$ cat config.mk
export PLATFORM = sky130hd
export DESIGN_NAME = button_led_ctrl
export DESIGN_NICKNAME = d
export VERILOG_FILES = /design/src/rtl/button_led_pkg.sv /design/src/rtl/button_debounce.sv /design/src/rtl/button_led_ctrl.sv
export SDC_FILE = /design/constraint.sdc
export NUM_CORES = 1
export LEC_CHECK = 0
export CORE_MARGIN = 2
export CORE_UTILIZATION = 55
export DETAILED_ROUTE_END_ITERATION = 8
export PLACE_DENSITY_LB_ADDON = 0.2
export RECOVER_POWER = 50
export SETUP_SLACK_MARGIN = 0.15
export SLEW_MARGIN = 0
export SYNTH_ARGS = -nofsm -noshare
export SYNTH_HDL_FRONTEND = slang
export SYNTH_SLANG_ARGS = --single-unit
export TNS_END_PERCENT = 100
$ cat constraint.sdc
create_clock -name clk -period 2.84 [get_ports clk]
set_input_delay 0.852 -clock clk [delete_from_list [all_inputs] [get_ports clk]]
set_output_delay 0.852 -clock clk [all_outputs]
set_load 0.05 [all_outputs]
$ cat src/rtl/button_led_pkg.sv
// Mode encoding and advance order shared by the button/LED controller.
package button_led_pkg;

    typedef enum logic [1:0] {
        MODE_OFF  = 2'd0,
        MODE_ON   = 2'd1,
        MODE_SLOW = 2'd2,
        MODE_FAST = 2'd3
    } mode_t;

    function automatic mode_t next_mode(input mode_t m);
        case (m)
            MODE_OFF:  return MODE_ON;
            MODE_ON:   return MODE_SLOW;
            MODE_SLOW: return MODE_FAST;
            default:   return MODE_OFF;
        endcase
    endfunction

endpackage

$ cat src/rtl/button_debounce.sv
// Two-flop synchroniser, debounce counter and press/release pulse generation.
// The release pulse is named rel because release is a reserved word.
module button_debounce #(
    parameter int DEBOUNCE_CYCLES = 1_000_000
) (
    input  logic clk,
    input  logic rst,
    input  logic in,
    output logic stable,
    output logic press,
    output logic rel
);

    localparam int DW = (DEBOUNCE_CYCLES > 1) ? $clog2(DEBOUNCE_CYCLES) : 1;
    localparam logic [DW-1:0] DLAST = DW'(DEBOUNCE_CYCLES - 1);

    logic          s1;
    logic          s2;
    logic          stable_q;
    logic [DW-1:0] dcnt;

    always_ff @(posedge clk or posedge rst) begin
        if (rst) begin
            s1       <= 1'b0;
            s2       <= 1'b0;
            stable   <= 1'b0;
            stable_q <= 1'b0;
            dcnt     <= '0;
        end else begin
            s1       <= in;
            s2       <= s1;
            stable_q <= stable;
            if (s2 != stable) begin
                if (dcnt == DLAST) begin
                    stable <= ~stable;
                    dcnt   <= '0;
                end else begin
                    dcnt <= dcnt + 1'b1;
                end
            end else begin
                dcnt <= '0;
            end
        end
    end

    assign press = stable & ~stable_q;
    assign rel   = ~stable & stable_q;

endmodule

$ cat src/rtl/button_led_ctrl.sv
// Button-driven LED mode controller: OFF / ON / SLOW blink / FAST blink.
// Optional macro BUTTON_LONG_PRESS_EN: advance on release, long hold forces OFF.
//
// state     | meaning
// MODE_OFF  | led held low
// MODE_ON   | led held high
// MODE_SLOW | led toggles every SLOW_DIV cycles, starts high
// MODE_FAST | led toggles every FAST_DIV cycles, starts high
module button_led_ctrl
    import button_led_pkg::*;
#(
    parameter int DEBOUNCE_CYCLES   = 1_000_000,
    parameter int SLOW_DIV          = 25_000_000,
    parameter int FAST_DIV          = 5_000_000,
    parameter int LONG_PRESS_CYCLES = 100_000_000
) (
    input  logic       clk,
    input  logic       rst,
    input  logic       but,
    output logic       led,
    output logic [1:0] mode
);

    localparam int MAXDIV = (SLOW_DIV > FAST_DIV) ? SLOW_DIV : FAST_DIV;
    localparam int BW     = (MAXDIV > 1) ? $clog2(MAXDIV) : 1;
    localparam logic [BW-1:0] SLOW_LAST = BW'(SLOW_DIV - 1);
    localparam logic [BW-1:0] FAST_LAST = BW'(FAST_DIV - 1);

    logic          stable;
    logic          press;
    logic          rel;
    logic          advance;
    logic          force_off;
    mode_t         state;
    mode_t         state_nx;
    mode_t         nxt;
    logic          led_nx;
    logic [BW-1:0] bcnt;
    logic [BW-1:0] bcnt_nx;
    logic [BW-1:0] div_last;

    button_debounce #(
        .DEBOUNCE_CYCLES(DEBOUNCE_CYCLES)
    ) u_deb (
        .clk    (clk),
        .rst    (rst),
        .in     (but),
        .stable (stable),
        .press  (press),
        .rel    (rel)
    );

`ifdef BUTTON_LONG_PRESS_EN
    // Sized to hold LONG_PRESS_CYCLES itself so the count can saturate there.
    localparam int HW = $clog2(LONG_PRESS_CYCLES + 1);
    localparam logic [HW-1:0] HSAT  = HW'(LONG_PRESS_CYCLES);
    localparam logic [HW-1:0] HLAST = HW'(LONG_PRESS_CYCLES - 1);

    logic [HW-1:0] hcnt;
    logic [HW-1:0] hcnt_nx;
    logic          latch;
    logic          latch_nx;

    always_ff @(posedge clk or posedge rst) begin
        if (rst) begin
            hcnt  <= '0;
            latch <= 1'b0;
        end else begin
            hcnt  <= hcnt_nx;
            latch <= latch_nx;
        end
    end
`else
    logic unused_ok;
    assign unused_ok = ^{stable, rel, 32'(LONG_PRESS_CYCLES)};
`endif

    always_ff @(posedge clk or posedge rst) begin
        if (rst) begin
            state <= MODE_OFF;
            led   <= 1'b0;
            bcnt  <= '0;
        end else begin
            state <= state_nx;
            led   <= led_nx;
            bcnt  <= bcnt_nx;
        end
    end

    always_comb begin
        state_nx  = state;
        led_nx    = led;
        bcnt_nx   = bcnt;
        nxt       = next_mode(state);
        div_last  = (state == MODE_SLOW) ? SLOW_LAST : FAST_LAST;
        force_off = 1'b0;
`ifdef BUTTON_LONG_PRESS_EN
        hcnt_nx  = hcnt;
        latch_nx = latch;
        advance  = 1'b0;
        if (rel) begin
            hcnt_nx  = '0;
            latch_nx = 1'b0;
            advance  = ~latch;
        end else if (press) begin
            hcnt_nx = '0;
        end else if (stable && hcnt != HSAT) begin
            hcnt_nx = hcnt + 1'b1;
        end
        if (stable && !latch && hcnt == HLAST) begin
            force_off = 1'b1;
            latch_nx  = 1'b1;
        end
`else
        advance = press;
`endif
        // Mode changes take priority over a coincident blink wrap.
        if (force_off) begin
            state_nx = MODE_OFF;
            led_nx   = 1'b0;
            bcnt_nx  = '0;
        end else if (advance) begin
            state_nx = nxt;
            led_nx   = (nxt != MODE_OFF);
            bcnt_nx  = '0;
        end else begin
            case (state)
                MODE_OFF: begin
                    led_nx  = 1'b0;
                    bcnt_nx = '0;
                end
                MODE_ON: begin
                    led_nx  = 1'b1;
                    bcnt_nx = '0;
                end
                default: begin
                    if (bcnt == div_last) begin
                        bcnt_nx = '0;
                        led_nx  = ~led;
                    end else begin
                        bcnt_nx = bcnt + 1'b1;
                    end
                end
            endcase
        end
    end

    assign mode = state;

endmodule

### Word-level counts from Yosys, hierarchy flattened

Cells that the tools add are included.

| word-level totals | value |
|---|---|
| bits in registers | 52 |
| bits of input ports | 3 |
| output and inout port bits | 3 |
| word-level logic and storage cells | 34 |

| cells by class | value |
|---|---|
| add/subtract/negate cells | 2 |
| eq/ne operators | 5 |
| mux-type cells | 10 |
| bitwise gates (word level) | 4 |
| reduce and logical (&&, ||, !) cells | 5 |

Operator list:

| cell | count |
|---|---|
| $mux 25 | 4 |
| $mux 20 | 2 |
| $add 25x1->25 const B | 1 |
| $eq 25x25->1 | 1 |
| $add 20x1->20 const B | 1 |
| $eq 20x20->1 const B | 1 |
| $pmux 2 s3 | 1 |
| $reduce_bool 4->1 | 1 |
| $not 1->1 | 3 |
| $eq 2x1->1 const B | 1 |
| $eq 2x2->1 const B | 1 |
| $logic_not 2->1 | 1 |
| $mux 1 | 2 |
| $pmux 1 s2 | 1 |
| $reduce_and 2->1 | 1 |
| $reduce_bool 2->1 | 1 |
| $reduce_or 2->1 | 1 |
| $and 1x1->1 | 1 |
| $ne 1x1->1 | 1 |

### Logic depth before layout (Yosys ltp)

| depth | value |
|---|---|
| word-level depth | 6 |
| mapped depth | 9 |
| gate-level depth less buffers | 7 |

### Cells and area by module

From an unflattened synthesis, not the netlist that was laid out.

| second synthesis, totals | value |
|---|---|
| cells, all modules | 282 |
| area total of the unflattened synthesis | 2773.9 sq um |

By module, submodules not included:

| module | times used | cells an instance | area an instance (sq um) | sequential area each (sq um) |
|---|---|---|---|---|
| button_led_ctrl | 1 | 168 | 1624.1 | 700.7 |
| button_debounce | 1 | 114 | 1149.9 | 600.6 |

### Worst setup path before layout

Ideal clock, no wire load.

| timing | value |
|---|---|
| kind | reg-to-reg |
| start | register state[1], in the netlist mode[1] |
| end | register bcnt[16] |
| setup time | 0.119 ns |
| data arrival time | 2.300 ns |
| data required time | 2.721 ns |
| path slack | 0.421 ns |
| stages on the path, launching flop included | 9 |
| buffers on the path | 2 |
| period minus slack after synthesis | 2.419 ns |
| path through | dfrtp_1 -> ha_1 -> nand2_1 -> or4_4 -> a2111oi_4 -> or2_1 -> buf_4 -> buf_6 -> nor2_1 |

| on the way | value |
|---|---|
| longest elaborated chain between the ends | 6 |
| elaborated cells between the ends (all ways) | 9 |
| classes of those cells | 3 x eq/ne; 4 x mux; 2 x reduce/logical |

RTL lines:

| what | line | text |
|---|---|---|
| from (decl) | button_led_ctrl.sv:34 | `mode_t state;` |
| from (signal assigned) | button_led_ctrl.sv:84 | `state <= state_nx;` |
| $eq 2x2->1 | button_led_ctrl.sv:95 | `div_last = (state == MODE_SLOW) ? SLOW_LAST : FAST_LAST;` |
| $mux 25 | button_led_ctrl.sv:95 |  |
| $eq 25x25->1 | button_led_ctrl.sv:137 | `if (bcnt == div_last) begin` |
| $mux 25 | button_led_ctrl.sv:137 |  |
| $mux 25 (*) | button_led_ctrl.sv:127 | `case (state)` |
| $mux 25 (*) | button_led_ctrl.sv:122 | `end else if (advance) begin` |
| named net bcnt_nx[16] | button_led_ctrl.sv:39 | `logic [BW-1:0] bcnt_nx;` |
| to (signal assigned) | button_led_ctrl.sv:86 | `bcnt <= bcnt_nx;` |
| to (decl) | button_led_ctrl.sv:38 | `logic [BW-1:0] bcnt;` |

The timed path passes the listed nets; every way through them passes the cells marked *.
A chain may end at the register's enable or synchronous reset.

### Worst setup path after layout

| timing | value |
|---|---|
| start | register state[1], in the netlist mode[1] |
| end | output port mode[1] |

RTL lines:

| what | line | text |
|---|---|---|
| to (decl) | button_led_ctrl.sv:21 | `output logic [1:0] mode` |

No word-level cell between the ends.

==> results.toml <==
[synth]
synth-adder-area-share_pct = 2.911
ys_warn_count = 0
synth-seq-cells = 52
synth-simple-area-share_pct = 26.39
ys_top_cells_by_count = "nor2_1, dfrtp_1, xnor2_1"
synthMuxAreaShare_pct = 0.8734
synth_edf_count = 0
async_flop_share_pct = 100.0
synth_xor_area_share_pct = 13.93
syn-num-nets = 270
synth_top_area_share_pct = 50.46
synth_cell_types = 33
netlist_instances = 261
syn_area_um2 = 2579
avgSynthCellArea_um2 = 9.880
yosysMostFrequentCell = "nor2_1"
synth_compound_area_share_pct = 2.523
seq_area_frac_synth_pct = 50.46
synth_top_family_by_area = "simple AND/OR/NAND/NOR gates"
yosysTopAreaCell = "dfrtp_1"
netlist_top_cells_area = "dfrtp_1, nor2_1, xnor2_1"
ys.flop_type = "dfrtp_1"

[floorplan]
die-width_um = 72.48
fp.coreArea_um2 = 4444
fp.dieH_um = 72.48
ios = 6
num_rows = 24
initial_core_util_pct = 58.02
die_area_um2 = 5253

[power]
p_leak_uw = 0.001095
peakVddDrop_mv = 0.3481
powerDensity_nw_per_um2 = 468.5

[hold_path]
min_path_type = "flop to flop"

[timing]
worst_pin_slew_ns = 0.9419
hold_viol = 0
whs_ns = 0.3880
min_period_ns = 2.454
period_share_pct = 86.39
fin_tns_setup_ns = 0
finClkSkew_ns = 0.01041
fmax_mhz = 407.6
rsz0062_at_grt = "false"
relSlewSlack_pct = 37.14
setup_viol = 0
drv_slew = 0

[global_route]
antenna_found_initial = 0
grt_pass1_wl_mm = 7.852
grt_util_all_layers_pct = 19.40
grt_max_degree = 29
grt_pass1_vias = 1771
gr-total-overflow = 0

[worst_setup_path]
max_stage_delay_ns = 0.84
required_ns = 1.99
cp_cell_sequence = "clkdlybuf4s50_1"
path_buf_inv = 1
cpMaxStageDelayCell = "clkdlybuf4s50_1"
startpoint_type = "flop"
path_class = "flop to output port"
cp.arrival_ns = 1.60
critPathCaptureType = "output port"
crit_family = "buffers and inverters"
worstPathMaxFanout = 7

[finish]
num_antenna_cells = 0
drive_gt1_share_pct = 5.904
num-fill-cells = 363
area.sequential_um2 = 1301
multi_input_area_um2 = 1202
syn_to_final_growth_pct = 8.831
layout.nets = 279

[run]
cap_violations = 0

[clock_tree]
insertion_delay_ns = 0.31
path_clk_slew_ns = 0.09
cts_buffer_depth = 2
cts_tree = "built"
cts_hold_buf = 0
cts_resized = 0
cts_setup_buffers = 0
cts_buffers = 5
htree_levels = 2
cts_root_buf = "clkbuf_8"
cts_sinks = 52

[route]
drt_iter0_drc = 63
wl_per_cell_um = 13.54
ant_nets = 0
drc_errors = 0
first_pass_iters = 5
vias = 1790
vias_per_cell = 5.542
drt_wl_total_mm = 4.375

[placement]
dp_hpwl_mm = 3.122
gp_congestion = 0.8398
port_buffers = 5

[run_status]
outcome = "finished clean"
## layout make-up
type	instances	share of cell area [%]
tap	52	2.318
timing repair buffer	8	3.032
clock buffer	5	2.452
sequential	52	46.37
multi-input combinational	194	42.84
clock inverter	3	1.783
inverter	9	1.204
## power by group
part / internal (uW) / switching (uW) / leakage [uW]
clock: 272 / 264 / 0.0000607
sequential: 745 / 4.26 / 0.000720
combinational: 8.89 / 21.3 / 0.000315
total: 1030 / 289 / 0.00110
## worst reg2reg max path, delay by kind of cell (launching register included)
family,cells,cell delay [ns]
fa+ha+maj,1,0.21
simple gates,4,0.88
flops,1,0.43
buf+inv,2,0.32
compound gates,1,0.35
## path summary, 6_finish.rpt
path | startpoint | depth (start not counted) | endpoint | slack, ns
max in group asynchronous | rst | 3 | bcnt[17] | 0.99
min reg2reg | u_deb.s1 | 0 | u_deb.s2 | 0.39
min | u_deb.s1 | 0 | u_deb.s2 | 0.39
max reg2reg | mode[0] | 8 | bcnt[20] | 0.57
max | mode[1] | 1 | mode[1] | 0.39
min in group asynchronous | rst | 2 | u_deb.dcnt[10] | 1.19
## placed cells by master (no fill, tap or decap), types with 6 or more instances in the layout
cell type	synthesis	routed
xor2_1	20	20
nor2_1	53	53
nor4_1	7	7
nand3_1	16	16
inv_1	9	9
nand2_1	20	20
xnor2_1	21	21
ha_1	6	6
nor3_1	10	10
nand4_1	10	10
dfrtp_1	52	52
## registers in the layout, summed over array words and instances, names as in the netlist
register,flops
u_deb.s1,1
u_deb.s2,1
u_deb.stable_q,1
mode,2
u_deb.stable,1
led,1
bcnt,25
u_deb.dcnt,20
## metrics by stage
step                setup WS (ns)  utilization (%)  instances  total power [uW]  instance area (um2)
global placement           0.6604            60.47        315             794.9                 2688
global route               0.3058            63.15        323              1360                 2806
finish                     0.3864            63.15        323              1315                 2806
CTS                        0.3600            63.15        323              1331                 2806
detailed placement         0.5842            60.47        315             796.1                 2688
floorplan                  0.4209                -        261             783.5                 2579
## routing by layer
layer,GRT usage [%],wire length (um)
met4,8.025,92
met1,24.43,2010
met3,4.722,120
met2,32.11,2151
met5,0,0
## cell families after synthesis
family,after synthesis
AO/OA/AOI/OAI,7
XOR/XNOR,41
adder cells (fa/ha/maj),6
buffers and inverters,15
flip-flops,52
multiplexers,2
AND/OR/NAND/NOR,138
Note: power is estimated with default switching activity, not from simulation.
